--- src/rtl/delta_sigma_pkg.sv ---
// Shared definitions for the delta-sigma DAC: default widths, integrator
// width growth, loop mode encoding, feedback value and saturation limits.
package delta_sigma_pkg;

  localparam int DEF_BW    = 16;  // signed sample width
  localparam int DEF_OSR_W = 8;   // width of the oversampling-period input
  localparam int I1_EXTRA  = 2;   // first integrator is BW+2 bits wide
  localparam int I2_EXTRA  = 4;   // second integrator is BW+4 bits wide

  typedef enum logic {
    MODE_FIRST  = 1'b0,
    MODE_SECOND = 1'b1
  } mode_e;

  // Feedback applied by the 1-bit quantiser: +2^(bw-1) for a one, -2^(bw-1) for a zero.
  function automatic longint fb_value(input int bw, input logic dac);
    longint mag;
    mag = longint'(1) <<< (bw - 1);
    return dac ? mag : -mag;
  endfunction

  // Two's-complement limits of a w-bit signed accumulator.
  function automatic longint sat_max(input int w);
    return (longint'(1) <<< (w - 1)) - 1;
  endfunction

  function automatic longint sat_min(input int w);
    return -(longint'(1) <<< (w - 1));
  endfunction

endpackage

--- src/rtl/delta_sigma_integ.sv ---
// Saturating signed accumulator used for both loop integrators.
// Ports:
//   clk        - clock, state on rising edge
//   rst        - synchronous active-high reset, clears the accumulator
//   clr        - synchronous clear (loop disabled / integrator unused)
//   en         - update enable
//   delta      - signed increment added this cycle
//   value_next - saturated next value (acc + delta), combinational
module delta_sigma_integ
  import delta_sigma_pkg::*;
#(
  parameter int W = DEF_BW + I1_EXTRA
) (
  input  logic                clk,
  input  logic                rst,
  input  logic                clr,
  input  logic                en,
  input  logic signed [W-1:0] delta,
  output logic signed [W-1:0] value_next
);

  localparam logic signed [W-1:0] MAX_V = W'(sat_max(W));
  localparam logic signed [W-1:0] MIN_V = W'(sat_min(W));

  logic signed [W-1:0] acc;
  logic signed [W:0]   sum;

  // NOTE: every always_comb output gets a value on every path, so no latch is inferred.
  always_comb begin
    sum = {acc[W-1], acc} + {delta[W-1], delta};
    // The two top bits differ only when the true sum left the W-bit range;
    // the extra bit then carries the real sign and picks the clamp.
    if (sum[W] != sum[W-1]) value_next = sum[W] ? MIN_V : MAX_V;
    else                    value_next = sum[W-1:0];
  end

  // NOTE: state uses non-blocking assignments so every register samples pre-edge values.
  always_ff @(posedge clk) begin
    if (rst || clr) acc <= '0;
    else if (en)    acc <= value_next;
  end

endmodule

--- src/rtl/delta_sigma_dac2.sv ---
// First/second-order 1-bit delta-sigma DAC with a one-deep input holding
// register and a programmable sample period.
// Ports:
//   clk_i         - clock
//   rst_i         - synchronous active-high reset
//   en_i          - modulator enable; low clears the loop and period counter
//   mode_i        - 0 first-order, 1 second-order; captured only while en_i=0
//   osr_i         - sample period in clocks minus 1
//   din_i         - signed sample offered to the holding register
//   din_valid_i   - din_i is valid
//   din_ready_o   - holding register is empty
//   dac_o         - registered modulator bit
//   sample_tick_o - pulse: a sample period started (new or repeated sample)
//   underrun_o    - pulse: the period started with the holding register empty
module delta_sigma_dac2
  import delta_sigma_pkg::*;
#(
  parameter int BW    = DEF_BW,
  parameter int OSR_W = DEF_OSR_W
) (
  input  logic                 clk_i,
  input  logic                 rst_i,
  input  logic                 en_i,
  input  logic                 mode_i,
  input  logic [OSR_W-1:0]     osr_i,
  input  logic signed [BW-1:0] din_i,
  input  logic                 din_valid_i,
  output logic                 din_ready_o,
  output logic                 dac_o,
  output logic                 sample_tick_o,
  output logic                 underrun_o
);

  localparam int I1_W = BW + I1_EXTRA;
  localparam int I2_W = BW + I2_EXTRA;

  logic signed [BW-1:0]   hold_q;
  logic                   hold_valid;
  logic signed [BW-1:0]   x_q;
  logic [OSR_W-1:0]       cnt_q;
  mode_e                  mode_q;
  logic                   dac_q;
  logic                   tick_q;
  logic                   underrun_q;

  logic                   accept;
  logic                   tick;
  logic signed [I1_W-1:0] delta1;
  logic signed [I2_W-1:0] delta2;
  logic signed [I1_W-1:0] i1_next;
  logic signed [I2_W-1:0] i2_next;

  // Accepting needs an empty holding register, so an accept on a tick cycle
  // always sees the tick as an underrun; the new sample waits a full period.
  assign accept = din_valid_i && !hold_valid;
  assign tick   = en_i && (cnt_q == '0);

  assign delta1 = I1_W'(x_q)     - I1_W'(fb_value(BW, dac_q));
  assign delta2 = I2_W'(i1_next) - I2_W'(fb_value(BW, dac_q));

  delta_sigma_integ #(.W(I1_W)) u_integ1 (
    .clk        (clk_i),
    .rst        (rst_i),
    .clr        (!en_i),
    .en         (en_i),
    .delta      (delta1),
    .value_next (i1_next)
  );

  delta_sigma_integ #(.W(I2_W)) u_integ2 (
    .clk        (clk_i),
    .rst        (rst_i),
    .clr        (!en_i || (mode_q == MODE_FIRST)),
    .en         (en_i),
    .delta      (delta2),
    .value_next (i2_next)
  );

  // NOTE: reset is sampled on the clock edge (synchronous); the asynchronous style is not used here.
  always_ff @(posedge clk_i) begin
    if (rst_i) begin
      hold_q     <= '0;
      hold_valid <= 1'b0;
      x_q        <= '0;
      cnt_q      <= '0;
      mode_q     <= MODE_FIRST;
      dac_q      <= 1'b0;
      tick_q     <= 1'b0;
      underrun_q <= 1'b0;
    end else begin
      tick_q     <= tick;
      underrun_q <= tick && !hold_valid;

      if (!en_i) begin
        cnt_q  <= '0;
        mode_q <= mode_e'(mode_i);
        dac_q  <= 1'b0;
      end else begin
        cnt_q <= tick ? osr_i : cnt_q - OSR_W'(1);
        dac_q <= (mode_q == MODE_SECOND) ? !i2_next[I2_W-1] : !i1_next[I1_W-1];
      end

      if (tick && hold_valid) begin
        x_q        <= hold_q;
        hold_valid <= 1'b0;
      end else if (accept) begin
        hold_q     <= din_i;
        hold_valid <= 1'b1;
      end
    end
  end

  assign din_ready_o   = !hold_valid;
  assign dac_o         = dac_q;
  assign sample_tick_o = tick_q;
  assign underrun_o    = underrun_q;

endmodule

--- config.mk ---
export PLATFORM = sky130hd
export DESIGN_NAME = delta_sigma_dac2
export DESIGN_NICKNAME = d
export VERILOG_FILES = /design/src/rtl/delta_sigma_pkg.sv /design/src/rtl/delta_sigma_integ.sv /design/src/rtl/delta_sigma_dac2.sv
export SDC_FILE = /design/constraint.sdc
export NUM_CORES = 1
export LEC_CHECK = 0
export BUFFER_PORTS_ARGS = -buffer_cell sky130_fd_sc_hd__buf_2
export CAP_MARGIN = 0
export CORE_ASPECT_RATIO = 2
export CORE_MARGIN = 2
export CORE_UTILIZATION = 40
export DETAILED_ROUTE_END_ITERATION = 10
export PLACE_DENSITY = 0.64
export SYNTH_ARGS = -nofsm -noshare
export SYNTH_HDL_FRONTEND = slang
export SYNTH_SLANG_ARGS = --single-unit
--- constraint.sdc ---
create_clock -name clk_i -period 6.4 [get_ports clk_i]
set_input_delay 0.32 -clock clk_i [delete_from_list [all_inputs] [get_ports clk_i]]
set_output_delay 0.32 -clock clk_i [all_outputs]
set_load 0.02 [all_outputs]
# == Word level (Yosys, flattened, before mapping) ==
# Index checks and enable logic that the tools add are counted.
# totals
regBits,83
latch_bits,0
mem_bits_rw,0
romBits,0
input_bits,29
out_inout_bits,4
elab_cells,42
n_memories,0
# classes
n_addsub,5
multipliers,0
n_div,0
n_lt_le_gt_ge,0
n_eq_ne,2
shift,0
mux,7
bitwise_logic,3
n_reduce_logical,15
# ops
op,n
20-bit 2-to-1 mux,3
18-bit 2-to-1 mux,2
20-bit by 20-bit adder with 21-bit output,1
18-bit by 20-bit subtractor with 20-bit output,1
18-bit by 18-bit adder with 19-bit output,1
16-bit by 18-bit subtractor with 18-bit output,1
8-bit zero test,1
8-bit 2-to-1 mux,1
8-bit by 1-bit subtractor with 8-bit output (second input constant),1
1-bit logical AND,4
1-bit zero test,4
2-bit OR reduction,2
1-bit logical OR,3
1-bit inverter,3
1-bit != test,2
2-bit AND reduction,1
1-bit 2-to-1 mux,1

# == Logic depth before layout (Yosys ltp) ==
# logic_depth
depth_word,11
mapped_depth,28
depth_no_buf,25

# == Cells and area by module ==
# From an unflattened synthesis, not the netlist that was laid out.
# hier_totals
hier_cells,719
hier_area_um2,5694.2
# modules_own_cells
mod,n_inst,cells_per_inst,area_each_um2,seq_area_each_um2
delta_sigma_dac2,1,227,2044.5,900.9
delta_sigma_integ (u_integ2),1,259,1899.3,400.4
delta_sigma_integ (u_integ1),1,233,1750.4,360.3

# == Worst setup path before layout ==
# No wires, ideal clock.
# synth_path
path_kind,register to register
from,reg x_q[0]
to,reg u_integ2.acc[0]
arrival_ps,6021
path_slack_ps,262
stages_incl_launch_ff,28
n_path_buf,2
cell_sequence,dfxtp_1 > ha_1 > inv_1 > fa_1 > nor2b_1 > o2111ai_1 > a21oi_1 > nor3_2 > o31ai_2 > inv_1 > ha_1 > clkbuf_1 > nor2_1 > o211ai_1 > o311ai_0 > or2_2 > fa_1 > fa_1 > inv_1 > ha_1 > clkbuf_1 > o21a_1 > o21a_1 > and2_4 > a31o_2 > nor2_2 > maj3_1 > a22o_1
# synth_between
elab_chain_cells,8
# synth_rtl
item,line_no,source
"start, declared",delta_sigma_dac2.sv:39,logic signed [BW-1:0] x_q;
"start signal, assigned",delta_sigma_dac2.sv:104,x_q <= hold_q;
16-bit by 18-bit subtractor with 18-bit output *,delta_sigma_dac2.sv:58,"assign delta1 = I1_W'(x_q) - I1_W'(fb_value(BW, dac_q));"
18-bit by 18-bit adder with 19-bit output *,delta_sigma_integ.sv:30,"sum = {acc[W-1], acc} + {delta[W-1], delta};"
18-bit 2-to-1 mux or 1-bit != test (tied branches),delta_sigma_integ.sv:33,if (sum[W] != sum[W-1]) value_next = sum[W] ? MIN_V : MAX_V;
18-bit 2-to-1 mux *,delta_sigma_integ.sv:33,
18-bit by 20-bit subtractor with 20-bit output *,delta_sigma_dac2.sv:59,"assign delta2 = I2_W'(i1_next) - I2_W'(fb_value(BW, dac_q));"
20-bit by 20-bit adder with 21-bit output *,delta_sigma_integ.sv:30,
20-bit 2-to-1 mux or 1-bit != test (tied branches),delta_sigma_integ.sv:33,
20-bit 2-to-1 mux *,delta_sigma_integ.sv:33,
"end signal, assigned",delta_sigma_integ.sv:40,else if (en) acc <= value_next;
"end, declared",delta_sigma_integ.sv:25,logic signed [W-1:0] acc;
# Every way passes the cells marked *; elsewhere a longest branch is shown, timed or not.
# A chain may end at the register's enable or synchronous reset.

# == Worst setup path after layout ==
# layout_path
from,reg x_q[0]
to,reg u_integ2.acc[8]
# The elaborated chain is that of the path after synthesis.

==> metrics.md <==
| Metric | Value |
|---|---|
| DRC violations left | `0` |
| Number of enable flip-flop cells after synthesis | `0` |
| Final HPWL DP | `12040 microns` |
| FFs w/ async S/R, synth | `0%` |
| Vias in the first global route | `5273` |
| RePlAce Congestion | `0.9117` |
| Largest fanout on the critical path | `24` |
| CP startpoint | `x_q[0]` |
| CP delay by family, top | `adder cells` |
| Post-route ant nets | `0` |
| Gr ovfl total | `0` |
| Initial DRC count | `231` |
| Clock Pin Slew Worst Setup and Hold Paths | `around 0.060 ns` |
| Prevailing post-synth register cell | `dfxtp_1` |
| Die width | `87.16 microns` |
| Max Clk Rate | `163.7 MHz` |
| Skew-Pair Late Insertion Delay | `~0.34 ns` |
| Period utilization | `95.46%` |
| CTS tree | `yes` |
| Final Hold Vio Count | `0` |
| Post-synth net total | `between 700 and 800` |
| Hold-fix buffers at CTS | `0` |
| Crit path required time | `6.60 ns` |
| H-tree depth | `3` |
| CTS sink count | `just over 80` |
| Post-synthesis cell type count | `65` |
| Netlist Area Pre-Place | `0.005533 sq mm` |
| Initial Util | `40.94%` |
| Placed Cells | `around 860` |
| Total Nets Final | `around 800` |
| Setup violations, final | `0` |
| Slowest stage delay, CP | `0.49 ns` |
| Initial antenna violation count | `0` |
| Max_slew headroom | `31.11%` |
| Area growth from synthesis to layout | `14.04%` |
| Drt pass-1 iters | `5` |
| Max Transition Viols Final | `0` |
| Post-Route WL | `approximately 15000 microns` |
| Die area | `0.01485 sq mm` |
| Vias | `~5.2k` |
| Tmin final | `about 6.1 ns` |
| Outcome | `finished clean` |
| Worst hold path class | `in -> reg` |
| Core area | `around 0.014 sq mm` |
| CTS Buf Count | `9` |
| First-pass GRT wire length | `24550 microns` |
| Max_cap viols | `0` |
| Ant diodes | `0` |
| CP Capture Type | `flop` |
| Worst-case clock buffer depth | `2` |
| Core Util, Final | `46.69%` |
| Syn Inst Count | `684` |
| R2R Path Start | `x_q[0]` |
| CP Data Arrival Time | `6.31 ns` |
| VDD IR max | `255.1 uV` |
| Critical path type | `reg -> reg` |
| Setup TNS | `0 ns` |
| Average cell area after synthesis | `8.089 sq um` |
| Synth warn | `0` |
| Top Ports | `33` |
| Layout Cells excl Fill | `878` |
| Buf/Inv on CP | `5` |
| Layout cells sized above 1 | `15.35%` |
| Largest net degree at the start of global routing | `39` |
| HP Start | `din_i[11]` |
| Leakage power | `0.002765 uW` |
| Synth Register Bits | `83` |
| Die Ht | `170.3 microns` |
| Critical-path top delay cell | `fa_1` |
| Tot GR Track Use | `20.90%` |
| Crit start category | `flop` |
| Fill cells | `1350` |
| Final Skew | `between 0.007 and 0.008 ns` |
| Post-synthesis sequential area ratio | `30.03%` |
| Drt via density | `5.877` |
| Worst Max-Slew Pin Slew | `1.031 ns` |
| I/O Buffers | `32` |
| Rows | `60` |
| Root buf cell | `clkbuf_16` |
| Worst hold slack | `0.2098 ns` |
| Avg WL per Cell | `17.61 microns` |
| P per Cell Area | `558.8 mW/mm^2` |
## cells in the final DEF (no fill, tap or decap), types with 15 or more instances in the layout
master   count
buf_4       25
maj3_1      15
a21oi_1     74
o21ai_0     31
nor3_1      15
nand3_1     15
inv_1       20
ha_1        44
a21o_1      18
dfxtp_1     83
nor2_1      50
xnor2_1     16
buf_2       32
o22ai_1     15
nand2_1     95
## routing by layer
metal / vias up / wire, microns / track usage, % / share of wire (%)
li1: 2533 / - / - / -
met1: 2483 / 5269 / 18.78 / 34
met2: 103 / 9031 / 41.92 / 58
met3: 41 / 397 / 3.007 / 2.6
met4: 0 / 766 / 11.77 / 5.0
met5: - / 0 / 0 / 0
## power breakdown
group,internal (uW),switching (uW),leakage (uW)
combinational,972,1360,0.00193
clock,353,218,0.000159
sequential,585,33.1,0.000676
## sequential cells by signal, indices dropped and copies added, names as in the netlist
signal / cells
cnt_q: 8
dac_o: 1
hold_q: 16
hold_valid: 1
mode_q: 1
sample_tick_o: 1
u_integ1.acc: 18
u_integ2.acc: 20
underrun_o: 1
x_q: 16
## area by class of cell
| cell class | count | area [sq um] | share of cell area [%] |
|---|---|---|---|
| multi-input cells | 548 | 3706 | 58.73 |
| inverters | 20 | 75.07 | 1.190 |
| repair buffers | 57 | 347.8 | 5.513 |
| flip-flops and latches | 83 | 1662 | 26.33 |
| clock buffers | 10 | 239.0 | 3.787 |
| clock inverters | 5 | 86.33 | 1.368 |
| well taps | 155 | 193.9 | 3.074 |
## metrics by stage
stage,power [uW],instance area (sq um),worst slack [ns]
2_1_floorplan,2289,5533,0.2618
3_3_place_gp,2854,5927,0.2975
3_5_place_dp,2900,5927,0.1203
4_1_cts,3483,6252,0.09908
5_1_grt,3789,6310,-0.008723
6_report,3526,6310,0.2903
## kinds of logic after synthesis
family	share of synthesized area, %
adders and majority gates	16.55
AOI/OAI and AO/OA	23.77
muxes	1.673
and+or+nand+nor	19.56
xor gates and xnor gates	4.432
buffers and inverters	3.980
DFF	30.03
## worst min-delay path, delay by kind of cell
kind                   cells  cell delay, ns
buffers and inverters      1            0.09
AO/OA/AOI/OAI              1            0.05
AND/OR/NAND/NOR            1            0.04
## synth_stat cells (4+ instances only)
library cell / count / share of area (%)
nand2_1: 95 / 6.4
dfxtp_1: 83 / 30
a21oi_1: 76 / 6.9
nor2_1: 50 / 3.4
ha_1: 44 / 10
o21ai_0: 31 / 2.8
clkbuf_1: 23 / 1.6
inv_1: 20 / 1.4
a21o_1: 18 / 2.4
xnor2_1: 16 / 2.5
maj3_1: 15 / 2.7
nand3_1: 15 / 1.4
nor3_1: 15 / 1.4
o22ai_1: 15 / 1.7
maj3_2: 12 / 2.4
xor2_1: 12 / 1.9
o21a_1: 10 / 1.4
and3_1: 8 / 0.90
buf_2: 8 / 0.72
a211oi_1: 7 / 0.95
mux2i_1: 7 / 1.3
nor2b_1: 7 / 0.79
o211ai_1: 7 / 0.95
and2_1: 6 / 0.68
nand4_1: 5 / 0.57
a22o_1: 4 / 0.63
a31oi_1: 4 / 0.45
fa_1: 4 / 1.4
o21bai_1: 4 / 0.54
o31ai_1: 4 / 0.54
or4_1: 4 / 0.54
## what timing repair did
item / in CTS / in global routing
endpoints found under the setup margin: 0 / 20
gates resized for setup: 0 / 7
hold endpoints to repair: 0 / 0
setup buffers: 0 / 1
## path summary, 6_finish.rpt
check               endpoint  slack, ns  cells past startpoint
max          u_integ2.acc[8]       0.29                     27
min               hold_q[11]       0.21                      3
max reg2reg  u_integ2.acc[8]       0.29                     27
min reg2reg           x_q[5]       0.45                      2
Note: power is estimated with default switching activity, not from simulation.
